[config.mk]
export PLATFORM = sky130hd
export DESIGN_NAME = srl_lfsr
export DESIGN_NICKNAME = d
export VERILOG_FILES = /design/src/rtl/srl_check_pkg.sv /design/src/rtl/srl_lfsr.sv
export SDC_FILE = /design/constraint.sdc
export NUM_CORES = 1
export LEC_CHECK = 0
export ABC_CLOCK_PERIOD_IN_PS = 1170
export BUFFER_PORTS_ARGS = -buffer_cell sky130_fd_sc_hd__buf_2
export CORE_MARGIN = 4
export CORE_UTILIZATION = 48
export DETAILED_ROUTE_END_ITERATION = 8
export PLACE_DENSITY = 0.77
export SLEW_MARGIN = 40
export SYNTH_ARGS = -nofsm -noshare
export SYNTH_HDL_FRONTEND = slang
export SYNTH_SLANG_ARGS = --single-unit
[constraint.sdc]
create_clock -name clk -period 1.17 [get_ports clk]
set_input_delay 0.117 -clock clk [delete_from_list [all_inputs] [get_ports clk]]
set_output_delay 0.117 -clock clk [all_outputs]
set_load 0.1 [all_outputs]
[src/rtl/srl_check_pkg.sv]
`default_nettype none
// ============================================================================
//  Module      : srl_check_pkg
//  Description : Shared types and constants for the SRL chain checker and
//                the reusable LFSR stimulus generator.
//  Revision    : 1.0 - initial release
// ============================================================================
package srl_check_pkg;

    // Checker sequencing: settle after reset, fill the chain, then compare
    typedef enum logic [1:0] {
        IDLE  = 2'd0,
        PRIME = 2'd1,
        CHECK = 2'd2
    } state_t;

    // 16-bit Fibonacci LFSR, x^16+x^14+x^13+x^11+1, shifting right.
    // Polynomial taps 16,14,13,11 land on state bits 0,2,3,5.
    localparam int unsigned              c_LFSR_W            = 16;
    localparam logic [c_LFSR_W-1:0]      c_LFSR_TAP_MASK     = 16'h002D;
    localparam logic [c_LFSR_W-1:0]      c_LFSR_SEED_DEFAULT = 16'hACE1;

    // Clock-enable gap pattern, consumed LSB first: 1,1,0,1
    localparam logic [3:0]               c_CE_GAP_PATTERN    = 4'b1011;

    // One LFSR step: feedback is the parity of the tapped bits
    function automatic logic [c_LFSR_W-1:0] lfsr_step(input logic [c_LFSR_W-1:0] s);
        return {^(s & c_LFSR_TAP_MASK), s[c_LFSR_W-1:1]};
    endfunction

endpackage
`default_nettype wire

[src/rtl/srl_lfsr.sv]
`default_nettype none
// ============================================================================
//  Module      : srl_lfsr
//  Description : 16-bit Fibonacci LFSR with step enable and async reset to a
//                parameterised seed. Shared by the SRL/shift test designs.
//  Revision    : 1.0 - initial release
// ============================================================================
module srl_lfsr
    import srl_check_pkg::*;
#(
    parameter logic [c_LFSR_W-1:0] SEED = c_LFSR_SEED_DEFAULT
) (
    input  wire logic                clk,
    input  wire logic                rst,
    input  wire logic                i_en,
    output logic [c_LFSR_W-1:0]      o_state
);

    logic [c_LFSR_W-1:0] r_state;

    // Advance one step per enabled cycle; hold otherwise
    always_ff @(posedge clk or posedge rst) begin
        if (rst) begin
            r_state <= SEED;
        end else if (i_en) begin
            r_state <= lfsr_step(r_state);
        end
    end

    assign o_state = r_state;

endmodule
`default_nettype wire

Yosys cells after proc, flatten, opt, wreduce, memory -nomap -nowiden
Index checks and enable logic that the tools add are counted.

Reduce and logical (&&, ||, !) cells: 1.

Operators by type and width (count): 16-bit XOR reduction (1).

Register bits: 16. Bits of input ports: 3. Output and inout bits: 16.

Depth between registers and ports, before layout
Gate-level depths: netlist of run 1.

Word-level depth: 1. Depth in mapped cells: 4.

Worst setup path after synthesis of run 1
Ideal clock, no wire load.

Path type: reg2reg. Start: register r_state[2] (netlist: o_state[2]). End: register r_state[15] (netlist: o_state[15]). Arrival time: 1.407 ns. Required time: 1.097 ns. Setup slack: -0.310 ns. Stages on the path, launching flop included: 4. Path buffers: 0. Clock period less this slack: 1.480 ns. Cell sequence: dfrtp_1 xnor2_1 xnor2_1 a21oi_1.

Longest elaborated chain between the ends: 1.

Ends and longest elaborated chain: start: declaration (line srl_lfsr.sv:19) `logic [c_LFSR_W-1:0] r_state;`; start signal: assignment (line srl_lfsr.sv:26) `r_state <= lfsr_step(r_state);`; 16-bit XOR reduction (line srl_check_pkg.sv:28) `return {^(s & c_LFSR_TAP_MASK), s[c_LFSR_W-1:1]};`.

Every way passes these cells. A chain may end at the register's enable or synchronous reset.

Final worst setup path of run 1
Start: register r_state[5] (netlist: o_state[5]). End: output o_state[5].

RTL lines: end: declaration (line srl_lfsr.sv:16) `output logic [c_LFSR_W-1:0] o_state`.

No word-level cell between the ends.

==> results of run 1 <==
## timing repair
item                                   4_1_cts  5_1_grt
hold buffers                                 1        0
buffers inserted                             5        1
pin swaps                                    0        0
setup endpoints to repair                    7        9
endpoints found under the hold margin        8        0
## layout by cell type, fill, tap and decap left out, drive strengths merged
| master | count |
|---|---|
| dfrtp | 8 |
| dfstp | 8 |
| dlygate4sd3 | 1 |
| inv | 1 |
| buf | 25 |
| clkbuf | 4 |
| xnor2 | 3 |
| a21oi | 1 |
| mux2 | 15 |
| nor2 | 1 |
## how the worst min path moves through the flow
stage	startpoint	endpoint	slack [ns]
floorplan	rst	o_state[12]$_DFFE_PP0P_	0.03
global placement	rst	o_state[8]$_DFFE_PP0P_	0.19
detailed placement	rst	o_state[9]$_DFFE_PP0P_	0.20
CTS	i_en	o_state[9]$_DFFE_PP0P_	0.33
global route	i_en	o_state[9]$_DFFE_PP0P_	0.33
finish	i_en	o_state[10]$_DFFE_PP1P_	0.33
## cell usage after synthesis
cell type,instances,area [µm²]
mux2_2,7,78.8
a21oi_1,1,5.00
dfrtp_1,8,200
inv_1,1,3.75
buf_12,1,20.0
dfstp_2,8,210
buf_6,1,11.3
mux2_4,8,120
xnor2_1,3,26.3
nor2_1,1,3.75
## per-stage QoR
step | std cells | hold slack, ns | TNS, ns
after floorplan | 39 | 0.0256 | -0.0759
after global placement | 71 | 0.191 | 0
after detailed placement | 71 | 0.205 | 0
after CTS | 81 | 0.325 | -0.144
after global routing | 82 | 0.330 | -0.315
final | 82 | 0.332 | -0.127
## cell families (layout without fill, tap and decap cells)
group / after synthesis / in the layout / share of synthesized area (%)
DFF: 16 / 16 / 60.4
and+or+nand+nor: 1 / 1 / 0.552
AOI/OAI and AO/OA: 1 / 1 / 0.736
buffers and inverters: 3 / 31 / 5.16
xor gates and xnor gates: 3 / 3 / 3.87
muxes: 15 / 15 / 29.3
## routing by layer
metal	share of wire (%)	wire length, µm	vias to the layer above	global-route usage (%)
li1	-	-	187	-
met1	41	557	212	17.1
met2	52	714	14	25.1
met3	4.8	65	4	6.32
met4	2.1	28	0	8.77
met5	0	0	-	0
## layout make-up
class	count	area, µm²	share of cell area [%]
tap	15	18.8	1.69
multi-input combinational	20	234	21.0
inverter	1	3.75	0.337
clock buffer	4	36.3	3.26
sequential	16	428	38.4
timing repair buffer	26	393	35.3
==> metrics.csv, run 1 <==
metric,value,unit
RR Startpoint,o_state[5]$_DFFE_PP1P_,
transition time of the tightest slew-check pin,0.605,ns
I/O pins,19,
RSZ-0062 raised after global routing,yes,
Crit path largest cell delay,0.66,ns
# fillers,63,
Die X,45.6,µm
ANT nets after route,0,
sequential area share after synthesis,60.4,%
Slew HR,59.6,%
Cells after Synth,39,
grt total ovfl,0,
worst setup path end,o_state[5],
Root Buffer,clkbuf_4,
R2R Setup Slk,0.04,ns
setup ws final,-0.0748,ns
pre-CTS setup slack,0.0626,ns
H-Tree Level Count,1,
layout cells sized above 1,89.6,%
antenna violations before repair,0,
hold path depth,2,
Num CTS Buffers,3,
Worst Path Max Fanout,4,
Post-Route Skew,0.00473,ns
HP Class,in2reg,
Routability Congestion,0.669,
worst r2r dst,o_state[15]$_DFFE_PP1P_,
drt drc,0,
WL/cell,16.6,µm
Placed Area,1020,µm²
WP depth,1,
Chip Height,45.6,µm
global-route wire length before repair,2100,µm
"Setup violations, final",2,
clock sink count,16,
min Tclk post-route,1.24,ns
"Core Util, Final",84.5,%
ant diodes,0,
via/cell ratio,5.09,
CP Launch Type,flop,
CP startpoint,o_state[5]$_DFFE_PP1P_,
# nets final,71,
TritonCTS clock tree,yes,
R2R cell count,3,
critical-path cell list,buf_12,
# rows,13,
Seq cells post-synth,16,
max reg flops,16,
Final Hold Viols,0,
Crit-path slowest cell,dfstp_4,
critical path type,reg2out,
largest net degree at the start of global routing,17,
worst skew pair latency,0.29,ns
Slew Limit Fails,0,
Initial Utilization,51.6,%
synth warn,0,
"Reg clk slew, reported paths",0.09,ns
Final period util,106,%
PostCTS Resize Cnt,0,
drt total wl,1370,µm
Tot GR Track Use,15.5,%
f_max,0.803,GHz
Syn Nets,42,
Clock Path Buffers,2,
vias in the first global route,443,
I/O Buffers,18,
CP Capture Type,primary output,
mapped cell area,679,µm²
violated checks,setup timing,
run status,"complete, but fails checks",
Crit path max-delay family,flip-flops,
max-cap viol count,0,
DP HPWL,852,µm
Unique masters post-synth,10,
"Req. time, crit path",1.05,ns
post-route cell area,1110,µm²
TritonRoute pass-1 iters,2,
DRT iter0 DRCs,5,
area delta synth->final,63.9,%
via count,417,
critical path arrival,1.13,ns
Die Area,2080,µm²
core area,1320,µm²
WP buf/inv,1,
Mean Syn Cell Area,17.4,µm²
Power of run 1 is not shown: default switching activity piles up to over one toggle a cycle in this logic, so the estimate is an artifact.
==> inputs of run 2 (changes only) <==
--- a/config.mk
+++ b/config.mk
@@ -7,7 +7,7 @@
 export LEC_CHECK = 0
 export ABC_CLOCK_PERIOD_IN_PS = 1170
 export BUFFER_PORTS_ARGS = -buffer_cell sky130_fd_sc_hd__buf_2
-export CORE_MARGIN = 4
+export CORE_MARGIN = 8
 export CORE_UTILIZATION = 48
 export DETAILED_ROUTE_END_ITERATION = 8
 export PLACE_DENSITY = 0.77
==> run 2 against run 1 <==
Compared with the run above:
- the flow still finishes with violations (setup timing)
- die area grew 38%
- utilization grew 1.2 points
- largest cell class unchanged
- hold slack gained 0.011 ns
==> metrics.csv, run 2 (synthesis results as in run 1) <==
metric,value,unit,change
run status,"complete, but fails checks",,unchanged
violated checks,setup timing,,unchanged
critical-path cell list,buf_12,,unchanged
critical path arrival,1.13,ns,about the same
R2R cell count,4,,was 3
largest net degree at the start of global routing,17,,unchanged
"commonest non-fill, non-tap cell in the layout",buf_12,,unchanged
via/cell ratio,4.95,,was 5.09
post-route cell area,1130,µm²,was 1110 µm²
"Setup violations, final",2,,unchanged
setup ws final,-0.0804,ns,was -0.0748 ns
f_max,0.800,GHz,was 0.803 GHz
via count,416,,was 417
Die Area,2880,µm²,was 2080 µm²
Placed Area,1020,µm²,unchanged
I/O Buffers,18,,unchanged
ant diodes,0,,unchanged
DRT iter0 DRCs,2,,was 5
layout cells sized above 1,89.9,%,was 89.6%
Crit-path slowest cell,dfstp_4,,unchanged
worst r2r dst,o_state[15]$_DFFE_PP1P_,,unchanged
CP Capture Type,primary output,,unchanged
# rows,13,,unchanged
antenna violations before repair,0,,unchanged
max reg flops,16,,unchanged
Final Hold Viols,0,,unchanged
Chip Height,53.6,µm,was 45.6 µm
Crit path max-delay family,flip-flops,,unchanged
Final period util,107,%,was 106%
Post-Route Skew,0.00488,ns,was 0.00473 ns
"Core Util, Final",85.8,%,was 84.5%
transition time of the tightest slew-check pin,0.581,ns,was 0.605 ns
area delta synth->final,66.3,%,was 63.9%
vias in the first global route,510,,was 443
H-Tree Level Count,1,,unchanged
setup tns final,-0.126,ns,was -0.127 ns
Initial Utilization,51.6,%,unchanged
Hold Path End,o_state[9]$_DFFE_PP0P_,,was o_state[10]$_DFFE_PP1P_
"Reg clk slew, reported paths",0.09,ns,about the same
global-route wire length before repair,2670,µm,was 2100 µm
Worst Path Max Fanout,4,,unchanged
TritonRoute pass-1 iters,4,,was 2
HP Class,in2reg,,unchanged
grt total ovfl,0,,unchanged
TritonCTS clock tree,yes,,unchanged
Hold Startpoint,i_en,,unchanged
core area,1320,µm²,unchanged
clock sink count,16,,unchanged
"Req. time, crit path",1.05,ns,about the same
Slew Limit Fails,0,,unchanged
drt drc,0,,unchanged
Num CTS Buffers,3,,unchanged
most frequent cells in the layout,"buf_12 (16), mux2_4 (8), dfrtp_2 (8), buf_4 (8), mux2_2 (7)",,"was buf_12 (16), mux2_4 (8), dfrtp_2 (8)"
# nets final,73,,was 71
RSZ-0062 raised after global routing,yes,,unchanged
Routability Congestion,0.700,,was 0.669
# fillers,61,,was 63
Slew HR,61.2,%,was 59.6%
Root Buffer,clkbuf_4,,unchanged
WL/cell,18.8,µm,was 16.6 µm
critical path type,reg2out,,unchanged
ANT nets after route,0,,unchanged
Worst Hold Margin,0.344,ns,was 0.332 ns
R2R Setup Slk,0.03,ns,was 0.04 ns
WP buf/inv,1,,unchanged
Tot GR Track Use,13.1,%,was 15.5%
I/O pins,19,,unchanged
Crit path largest cell delay,0.67,ns,was 0.66 ns
drt total wl,1580,µm,was 1370 µm
RR Startpoint,o_state[0]$_DFFE_PP1P_,,was o_state[5]$_DFFE_PP1P_
Die X,53.6,µm,was 45.6 µm
hold path depth,2,,unchanged
CP Launch Type,flop,,unchanged
Clock Path Buffers,2,,unchanged
min Tclk post-route,1.25,ns,was 1.24 ns
worst skew pair latency,0.28,ns,was 0.29 ns
max-cap viol count,0,,unchanged
[run 2: layout make-up]
type	count	area, µm²	share of cell area [%]
tap	15	18.8	1.66
clock buffer	4	26.3	2.33
inverter	1	3.75	0.332
timing repair buffer	28	412	36.4
sequential	16	428	37.9
multi-input combinational	20	241	21.4
[run 2: repair_timing]
action                                 in CTS  in global routing
setup buffers                               7                  1
setup endpoints to repair                   8                  9
pin swaps                                   1                  2
endpoints found under the hold margin       8                  0
hold buffers                                1                  0
resized for setup                           0                  2
[run 2: worst max-delay path by stage]
stage                                      start                      end  slack, ns  depth (start not counted)
after floorplan           o_state[5]$_DFFE_PP1P_  o_state[15]$_DFFE_PP1P_      -0.08                          3
after global placement    o_state[5]$_DFFE_PP1P_  o_state[15]$_DFFE_PP1P_       0.11                          3
after detailed placement  o_state[5]$_DFFE_PP1P_  o_state[15]$_DFFE_PP1P_       0.07                          3
after CTS                 o_state[5]$_DFFE_PP1P_               o_state[5]      -0.08                          1
after global routing      o_state[5]$_DFFE_PP1P_               o_state[5]      -0.11                          1
final                     o_state[5]$_DFFE_PP1P_               o_state[5]      -0.08                          1
[run 2: stage by stage]
| step | worst slack [ns] | cells |
|---|---|---|
| 2_1_floorplan | -0.0759 | 39 |
| 3_3_place_gp | 0.106 | 71 |
| 3_5_place_dp | 0.0663 | 71 |
| 4_1_cts | -0.0809 | 83 |
| 5_1_grt | -0.114 | 84 |
| 6_report | -0.0804 | 84 |
[run 2: per-layer routing]
layer	vias up	GRT usage, %	share of wire [%]
met2	16	22.3	53
met1	210	13.9	38
li1	190	-	-
met4	0	3.78	0
met5	-	0	0
met3	0	6.89	9.3
Power of run 2 is left out for the same reason.
